--- src/rtl/stream_arbiter.sv ---
`default_nettype none
// ============================================================================
// Module   : stream_arbiter
// Purpose  : Two-requester stream arbiter with burst-limited alternation and
//            a single registered output stage (latency 1).
// Revision : 1.0
// ============================================================================
module stream_arbiter #(
    parameter int unsigned DATA_WIDTH = 32,
    parameter int unsigned BURST_MAX  = 16,
    parameter string       OUT_ZERO   = "FALSE"
) (
    input  logic                  clock,
    input  logic                  reset_n,
    input  logic [DATA_WIDTH-1:0] in0_data,
    input  logic                  in0_valid,
    output logic                  in0_ready,
    input  logic [DATA_WIDTH-1:0] in1_data,
    input  logic                  in1_valid,
    output logic                  in1_ready,
    output logic [DATA_WIDTH-1:0] out_data,
    output logic                  out_valid,
    input  logic                  out_ready,
    output logic                  out_src,
    output logic [1:0]            grant
);

    localparam logic [1:0]  S_IDLE       = 2'd0;
    localparam logic [1:0]  S_GRANT0     = 2'd1;
    localparam logic [1:0]  S_GRANT1     = 2'd2;
    localparam logic [15:0] C_BURST_LAST = 16'(BURST_MAX - 1);
    localparam bit          C_OUT_ZERO   = (OUT_ZERO == "TRUE");

    logic [1:0]            state_q, state_d;
    logic                  last_q, last_d;
    logic [15:0]           cnt_q, cnt_d;
    logic                  settle_q, settle_d;
    logic [DATA_WIDTH-1:0] data_q, data_d;
    logic                  valid_q, valid_d;
    logic                  src_q, src_d;

    logic                  w_load_ok;
    logic                  w_cur;
    logic                  w_cur_valid;
    logic                  w_oth_valid;
    logic                  w_acc;
    logic [1:0]            w_oth_state;
    logic [DATA_WIDTH-1:0] w_cur_data;

    assign w_load_ok   = ~valid_q | out_ready;
    assign w_cur       = (state_q == S_GRANT1);
    assign w_oth_state = w_cur ? S_GRANT0 : S_GRANT1;
    assign w_cur_valid = w_cur ? in1_valid : in0_valid;
    assign w_oth_valid = w_cur ? in0_valid : in1_valid;
    assign w_cur_data  = w_cur ? in1_data  : in0_data;

    // A fresh grant spends one settle cycle before it may accept a beat.
    assign in0_ready = (state_q == S_GRANT0) & w_load_ok & ~settle_q;
    assign in1_ready = (state_q == S_GRANT1) & w_load_ok & ~settle_q;
    assign w_acc     = (in0_valid & in0_ready) | (in1_valid & in1_ready);

    always_comb begin
        state_d  = state_q;
        last_d   = last_q;
        cnt_d    = cnt_q;
        settle_d = 1'b0;
        case (state_q)
            S_IDLE: begin
                cnt_d = '0;
                if (in0_valid && in1_valid) begin
                    state_d  = last_q ? S_GRANT0 : S_GRANT1;
                    settle_d = 1'b1;
                end else if (in0_valid) begin
                    state_d  = S_GRANT0;
                    settle_d = 1'b1;
                end else if (in1_valid) begin
                    state_d  = S_GRANT1;
                    settle_d = 1'b1;
                end
            end
            S_GRANT0, S_GRANT1: begin
                if (!w_cur_valid) begin
                    last_d = w_cur;
                    cnt_d  = '0;
                    if (w_oth_valid) begin
                        state_d  = w_oth_state;
                        settle_d = 1'b1;
                    end else begin
                        state_d = S_IDLE;
                    end
                end else if (w_acc) begin
                    // Burst limit only hands over when the other side is waiting;
                    // otherwise the count saturates and the stream continues.
                    if (cnt_q == C_BURST_LAST) begin
                        if (w_oth_valid) begin
                            state_d  = w_oth_state;
                            last_d   = w_cur;
                            cnt_d    = '0;
                            settle_d = 1'b1;
                        end
                    end else begin
                        cnt_d = cnt_q + 16'd1;
                    end
                end
            end
            default: begin
                state_d = S_IDLE;
                cnt_d   = '0;
            end
        endcase
    end

    always_comb begin
        data_d  = data_q;
        valid_d = valid_q;
        src_d   = src_q;
        if (w_acc) begin
            valid_d = 1'b1;
            data_d  = w_cur_data;
            src_d   = w_cur;
        end else if (valid_q && out_ready) begin
            valid_d = 1'b0;
            if (C_OUT_ZERO) begin
                data_d = '0;
                src_d  = 1'b0;
            end
        end
    end

    always_ff @(posedge clock or negedge reset_n) begin
        if (!reset_n) begin
            state_q  <= S_IDLE;
            last_q   <= 1'b1;
            cnt_q    <= '0;
            settle_q <= 1'b0;
            data_q   <= '0;
            valid_q  <= 1'b0;
            src_q    <= 1'b0;
        end else begin
            state_q  <= state_d;
            last_q   <= last_d;
            cnt_q    <= cnt_d;
            settle_q <= settle_d;
            data_q   <= data_d;
            valid_q  <= valid_d;
            src_q    <= src_d;
        end
    end

    assign out_data  = data_q;
    assign out_valid = valid_q;
    assign out_src   = src_q;
    assign grant     = {state_q == S_GRANT1, state_q == S_GRANT0};

endmodule
`default_nettype wire

--- config.mk ---
export PLATFORM = sky130hd
export DESIGN_NAME = stream_arbiter
export DESIGN_NICKNAME = d
export VERILOG_FILES = /design/src/rtl/stream_arbiter.sv
export SDC_FILE = /design/constraint.sdc
export NUM_CORES = 1
export LEC_CHECK = 0
export BUFFER_PORTS_ARGS = -buffer_cell sky130_fd_sc_hd__buf_4
export CORE_MARGIN = 2
export CORE_UTILIZATION = 49
export CTS_CLUSTER_DIAMETER = 40
export CTS_CLUSTER_SIZE = 20
export DETAILED_ROUTE_END_ITERATION = 10
export PLACE_DENSITY = 0.83
export SLEW_MARGIN = 20
export SYNTH_ARGS = -nofsm -noshare
export SYNTH_HDL_FRONTEND = slang
export SYNTH_SLANG_ARGS = --single-unit
export TNS_END_PERCENT = 10
--- constraint.sdc ---
create_clock -name clock -period 2.25 [get_ports clock]
set_clock_uncertainty 0.05 [all_clocks]
set_input_delay 0.3375 -clock clock [delete_from_list [all_inputs] [get_ports clock]]
set_output_delay 0.3375 -clock clock [all_outputs]
set_load 0.02 [all_outputs]
==> out/metrics.yaml, run 1 <==
place:
  post-dp-hpwl_um: 5600
  post-place-ws_ps: 107
  gp_congestion: 0.882
  dp_cells: 468
  port-buffer-count: 106
  postPlaceCellArea_sq_mm: 0.00376
synth:
  synth_edf_count: 0
  synthTopCellsByArea: "dfrtp_1, mux2i_1, a21oi_1"
  syn_nets: 372
  synthArstFlopShare_pct: 100
  yosysTopAreaCell: "dfrtp_1"
  syn_area_per_cell_sq_um: 9.65
  synth_warnings: 0
  ys_types: 46
  yosysTopAreaCellShare_pct: 46.1
  ys_ff_latch: 54
  syn_area_sq_mm: 0.00288
  syn_inst: 298
  seq_area_frac_synth_pct: 47.0
  yosys_most_used_dff: "dfrtp_1"
drt:
  wl_per_cell_um: 15.6
  drt_first_pass_iters: 4
  vias: 2610
  ant_nets: 0
  viasPerCell: 5.48
  drc_errors: 0
  routed_wl_um: 7420
  drt_iter0_drc: 146
grt:
  antenna_found_initial: 0
  grt_usage_pct: 23.3
  grt_max_degree: 68
  grt-ovfl-total: 0
  grt_pass1_wl_um: 11600
  grt_pass1_vias: 2510
final_layout:
  fin_util_pct: 69.1
  syn_to_final_growth_pct: 34.0
  final_cell_count_no_fill: 476
  fin_area_sq_mm: 0.00385
  layout-drive-gt1-share_pct: 34.7
  n_antenna_cell: 0
  final_nets: 477
timing:
  final.setup.worst_slack_ps: 111
  max_slew.worst_pin.slew_ps: 665
  min_period_ps: 2140
  rsz0062_at_grt: "false"
  slew_headroom_pct: 55.7
  setup_viol: 0
  whs_ps: -5.99
  fmaxAchievable_mhz: 468
  tns_ps: 0
  post-route-period-util_pct: 95.1
  final-hold-violation-count: 14
  final_max_slew_viol_count: 0
worst_setup_path:
  cp_data_arrival_time_ps: 2330
  critPathRequiredTime_ps: 2440
  reg2regPathDepth: 8
  max_stage_delay_ps: 430
  cp.depth: 8
  worst-path-buf-inv: 2
  slowest_stage: "dfrtp_1"
  crit_family: "simple AND/OR/NAND/NOR gates"
  end_kind: "flop"
  cp-start-kind: "flop"
  crit_type: "flop to flop"
  path_cells: "inv_1 -> ha_2 -> a22oi_1 -> nor3_4 -> nand3_1 -> buf_4 -> or3_1 -> o21ai_0"
  crit_path_max_fanout: 9
power:
  pwr_density_cell_mw_per_mm2: 1260
  p_leak_nw: 1.78
  vdd_ir_drop_max_v: 0.000844
  power_mw: 4.87
floorplan:
  die_area_sq_mm: 0.00650
  ios: 107
  row_count: 27
  die_x_um: 80.6
  die_y_um: 80.6
  start_util_pct: 51.6
  coreArea_sq_mm: 0.00557
worst_hold_path:
  hp-class: "primary input to asynchronous set/reset pin"
clocking:
  cts_tree: "done"
  cts_root_buf: "clkbuf_8"
  cts_buffers: 5
  cts_buffer_depth: 2
  cts_max_level: 2
  clk_latency_ps: 310
  cts_setup_buffers: 0
  cts.sinks: 54
  ctsResizeCount: 0
  clk_pin_slew_ps: 100
  cts_hold_buf: 0
flow_run:
  drv_cap: 0
status:
  violations: "hold timing"
  run_status: "finished with violations"
-- cells in the mapped netlist (3+ instances only) --
cell type / number
buf_2: 7
nand3_1: 12
nor4_2: 3
nor2b_1: 4
a21oi_1: 42
and3_1: 3
buf_1: 6
mux2i_1: 33
mux2_2: 3
nand2_1: 14
ha_1: 5
inv_1: 10
nor2_1: 36
a211oi_1: 3
o31ai_1: 3
and2_1: 5
o21ai_0: 15
dfrtp_1: 53
nand4_1: 3
or3_1: 5
nor3_1: 4
-- final timing paths --
| path | start | to | slack, ps |
|---|---|---|---|
| hold / removal | reset_n | cnt_q[11]$_DFFE_PN0P_ | -6 |
| setup reg to reg | state_q[0]$_DFFE_PN0P_ | cnt_q[9]$_DFFE_PN0P_ | 110 |
| max in group asynchronous | reset_n | cnt_q[15]$_DFFE_PN0P_ | 1710 |
| setup / recovery | state_q[0]$_DFFE_PN0P_ | cnt_q[9]$_DFFE_PN0P_ | 110 |
| hold reg to reg | out_src$_DFFE_PN0P_ | out_src$_DFFE_PN0P_ | 490 |
| min in group clock | in1_valid | last_q$_DFFE_PN1P_ | 200 |
-- state kept, by name, indices dropped and copies added (netlist names) --
signal and count:
last_q 1, settle_q 1, state_q 2, out_src 1, cnt_q 16, out_valid 1
out_data 32
-- cell usage in the layout (no fill, tap or decap), drive strengths merged --
cell     count
o21ai       16
nor4         4
a31o         1
a211o        2
o311ai       1
nor3b        1
and4         1
nand4        3
nor2        37
nor3         5
a21oi       42
mux2i       33
nor2b        4
nand3       12
a211oi       3
a21o         2
o211ai       1
or2          1
o22ai        2
and3         3
clkinv       2
or3          5
nand2       15
and2         5
ha           5
mux2         5
dfrtp       53
a22oi        1
a221oi       1
or4          1
buf        115
o31ai        3
inv         11
a21boi       1
dfstp        1
clkbuf       5
o2111ai      1
-- layer usage --
layer | global-route usage, % | share of wire, % | vias to the layer above
li1 | - | - | 1275
met5 | 0 | 0 | -
met1 | 28.7 | 40 | 1236
met3 | 5.39 | 5.7 | 20
met4 | 10.3 | 3.3 | 0
met2 | 38.8 | 51 | 79
-- final cells by class --
cell class | count | area [sq um]
clock inverter | 3 | 18.8
timing repair buffer | 115 | 876
clock buffer | 5 | 68.8
inverter | 10 | 37.5
sequential | 54 | 1350
fill | 437 | 1720
tap | 72 | 90.1
multi-input combinational | 217 | 1410
-- power breakdown --
part | switching (mW) | total (mW) | internal (mW)
sequential | 0.211 | 1.53 | 1.32
combinational | 1.56 | 2.79 | 1.22
clock | 0.331 | 0.551 | 0.220
total | 2.10 | 4.87 | 2.77
-- cells by family (layout without fill, tap and decap cells) --
kind of cell | count (synthesis) | after routing | synth area share, %
mux | 38 | 38 | 13.7
compound gates | 77 | 77 | 15.4
buf+inv | 27 | 133 | 4.22
flops | 54 | 54 | 47.0
fa+ha+maj | 5 | 5 | 2.18
simple gates | 97 | 97 | 17.4
No activity file was read; power rests on OpenSTA's default activity.
==> run 2, diff against run 1 <==
Clock period 2.25 ns to 2 ns, I/O delays scaled along.
==> run 2 against run 1 <==
The run ends with setup timing left. Global-route usage is 0.80 points higher. Worst hold slack better by 190 ps. Sequential power is 12% higher. Critical path type unchanged. Largest power group unchanged. Highest routed layer unchanged.
==> out/metrics.yaml, run 2 (synthesis results as in run 1) <==
worst_setup_path:
  path_cells: "buf_6 -> ha_4 -> mux2_4 -> and2_4 -> a211o_1 -> mux2_4"
  cpMostUsedCell: "mux2_4"
  reg2regPathDepth: 6  # -2
  max_stage_delay_ps: 410  # -20 ps
  cp_data_arrival_time_ps: 2170  # -160 ps
  crit_path_max_fanout: 4  # -5
  crit_family: "multiplexers"
  worst-path-buf-inv: 1  # -1
  slowest_stage: "dfrtp_1"
  cp-start-kind: "flop"
  cp.depth: 6  # -2
  critPathRequiredTime_ps: 2150  # -290 ps
  end_kind: "flop"
  crit_type: "flop to flop"
power:
  swShare_pct: 42.7  # -0.53 points
  vdd_ir_drop_max_v: 0.000894  # +5.9%
  seqPwrFrac_pct: 29.6  # -1.9 points
  pwr_density_cell_mw_per_mm2: 1430  # +13%
  power_mw: 5.80  # +19%
  comb_power_share_pct: 60.0  # +2.8 points
  p_int_mw: 3.32  # +20%
  power.share.clock_pct: 10.5  # -0.8 points
  p_sw_mw: 2.47  # +18%
  p_leak_nw: 1.87  # +5.2%
grt:
  grt-ovfl-total: 0  # unchanged
  antenna_found_initial: 0  # unchanged
  grt_max_degree: 55  # -19%
  grt_pass1_vias: 2584  # +2.9%
  grt_usage_pct: 24.1  # +0.80 points
  grt_pass1_wl_um: 12100  # +4.2%
drt:
  wl_per_cell_um: 15.9  # +2.2%
  vias: 2742  # +5.1%
  drt_iter0_drc: 151  # +3.4%
  drt_first_pass_iters: 4  # unchanged
  ant_nets: 0  # unchanged
  routed_wl_um: 7810  # +5.2%
  drc_errors: 0  # unchanged
  viasPerCell: 5.60  # +2.1%
floorplan:
  die_x_um: 80.6  # unchanged
  die_y_um: 80.6  # unchanged
  coreArea_sq_mm: 0.00557  # unchanged
  start_util_pct: 51.6  # unchanged
  die_area_sq_mm: 0.00650  # unchanged
  row_count: 27  # unchanged
  ios: 107  # unchanged
clocking:
  cts_root_buf: "clkbuf_8"
  cts_buffers: 5  # unchanged
  clk_latency_ps: 310  # about the same
  cts.sinks: 54  # unchanged
  clk_pin_slew_ps: 90  # about the same
  cts_buffer_depth: 2  # unchanged
  cts_max_level: 2  # unchanged
  cts_tree: "done"
timing:
  slew_headroom_pct: 55.5  # -0.17 points
  max_slew.worst_pin.slew_ps: 667  # +2.47 ps
  final_max_slew_viol_count: 0  # unchanged
  final.setup.worst_slack_ps: -17.4  # -128 ps
  fmaxAchievable_mhz: 496  # +6.0%
  final-hold-violation-count: 0  # -14
  setup_viol: 2  # +2
  post-route-period-util_pct: 101  # +5.8 points
  min_period_ps: 2020  # -122 ps
  rsz0062_at_grt: "true"
final_layout:
  layout-drive-gt1-share_pct: 38.3  # +3.6 points
  multi_input_area_sq_mm: 0.00146  # +3.7%
  syn_to_final_growth_pct: 40.6
  layout_commonest_cell: "buf_4"
  fin_util_pct: 72.5  # +3.4 points
  seqCellArea_sq_mm: 0.00135  # unchanged
  mostFrequentLayoutCells: "buf_4, dfrtp_1, a21oi_1, nor2_1, mux2i_1"
  n_antenna_cell: 0  # unchanged
  fillCellCount: 413  # -5.5%
  largest_reg_flops: 32  # unchanged
  final_nets: 492  # +3.1%
place:
  post-dp-hpwl_um: 5670  # +1.2%
  gp_congestion: 0.881  # about the same
  port-buffer-count: 106  # unchanged
  post-place-ws_ps: -41.6  # -149 ps
worst_hold_path:
  holdPathStages: 2
  hp-class: "primary input to flop"
flow_run:
  drv_cap: 0  # unchanged
status:
  run_status: "finished with violations"
  violations: "setup timing"
[run 2: cell count changes in the layout (fill, tap and decap cells not counted), sizes merged]
cell,delta
clkinv,-1
dlygate4sd3,+1
buf,+14
[run 2: timing repair]
action / CTS / global route
hold buffers: 1 / 0
endpoints found under the setup margin: 8 / 42
pin swaps: 0 / 6
resized for setup: 3 / 18
endpoints found under the hold margin: 53 / 0
buffers inserted: 0 / 5
[run 2: area by class of cell]
class                      count  share of cell area (%)
inverter                      10                   0.929
multi-input combinational    217                    36.1
tap                           72                    2.23
clock inverter                 2                   0.340
timing repair buffer         130                    25.2
clock buffer                   5                    1.70
sequential                    54                    33.5
[run 2: worst paths after layout]
kind	startpoint	end	slack, ps
hold / removal	in1_valid	last_q$_DFFE_PN1P_	180
min in group asynchronous	reset_n	cnt_q[9]$_DFFE_PN0P_	500
setup / recovery	state_q[1]$_DFFE_PN0P_	state_q[0]$_DFFE_PN0P_	-20
max in group asynchronous	reset_n	cnt_q[7]$_DFFE_PN0P_	950
hold reg to reg	out_src$_DFFE_PN0P_	out_src$_DFFE_PN0P_	480
setup reg to reg	state_q[1]$_DFFE_PN0P_	state_q[0]$_DFFE_PN0P_	-20
[run 2: layer usage]
layer  up-vias  track usage (%)  wire [um]  part of all wire [%]
met1      1338             30.1       3000                    38
li1       1299                -          -                     -
met2        85             39.9       4200                    54
met4         0             9.66        197                   2.5
met3        20             5.84        410                   5.3
met5         -                0          0                     0
[run 2: power by group through the flow]
stage	logic [mW]	clock network (mW)	registers [mW]
6_report	3.48	0.606	1.71
5_1_grt	3.74	0.663	1.76
4_1_cts	3.28	0.621	1.71
3_5_place_dp	3.22	0	1.72
3_3_place_gp	3.10	0	1.71
2_1_floorplan	1.59	0	2.13
[run 2: worst register-to-register path, delay by kind of cell, from the launching register on]
kind                       cells  cell delay [ps]
AOI/OAI and AO/OA              1              330
adders and majority gates      1              170
buffers and inverters          1              130
DFF                            1              410
muxes                          2              640
and+or+nand+nor                1              160
[run 2: stage by stage]
step | setup TNS (ps) | instances | hold slack (ps) | area [sq um]
6_report | -20.4 | 490 | 181 | 4040
2_1_floorplan | 0 | 298 | -45.6 | 2880
3_3_place_gp | 0 | 477 | 333 | 3830
4_1_cts | -38.7 | 485 | 156 | 3940
5_1_grt | -775 | 490 | 186 | 4040
3_5_place_dp | -76.4 | 477 | 335 | 3830
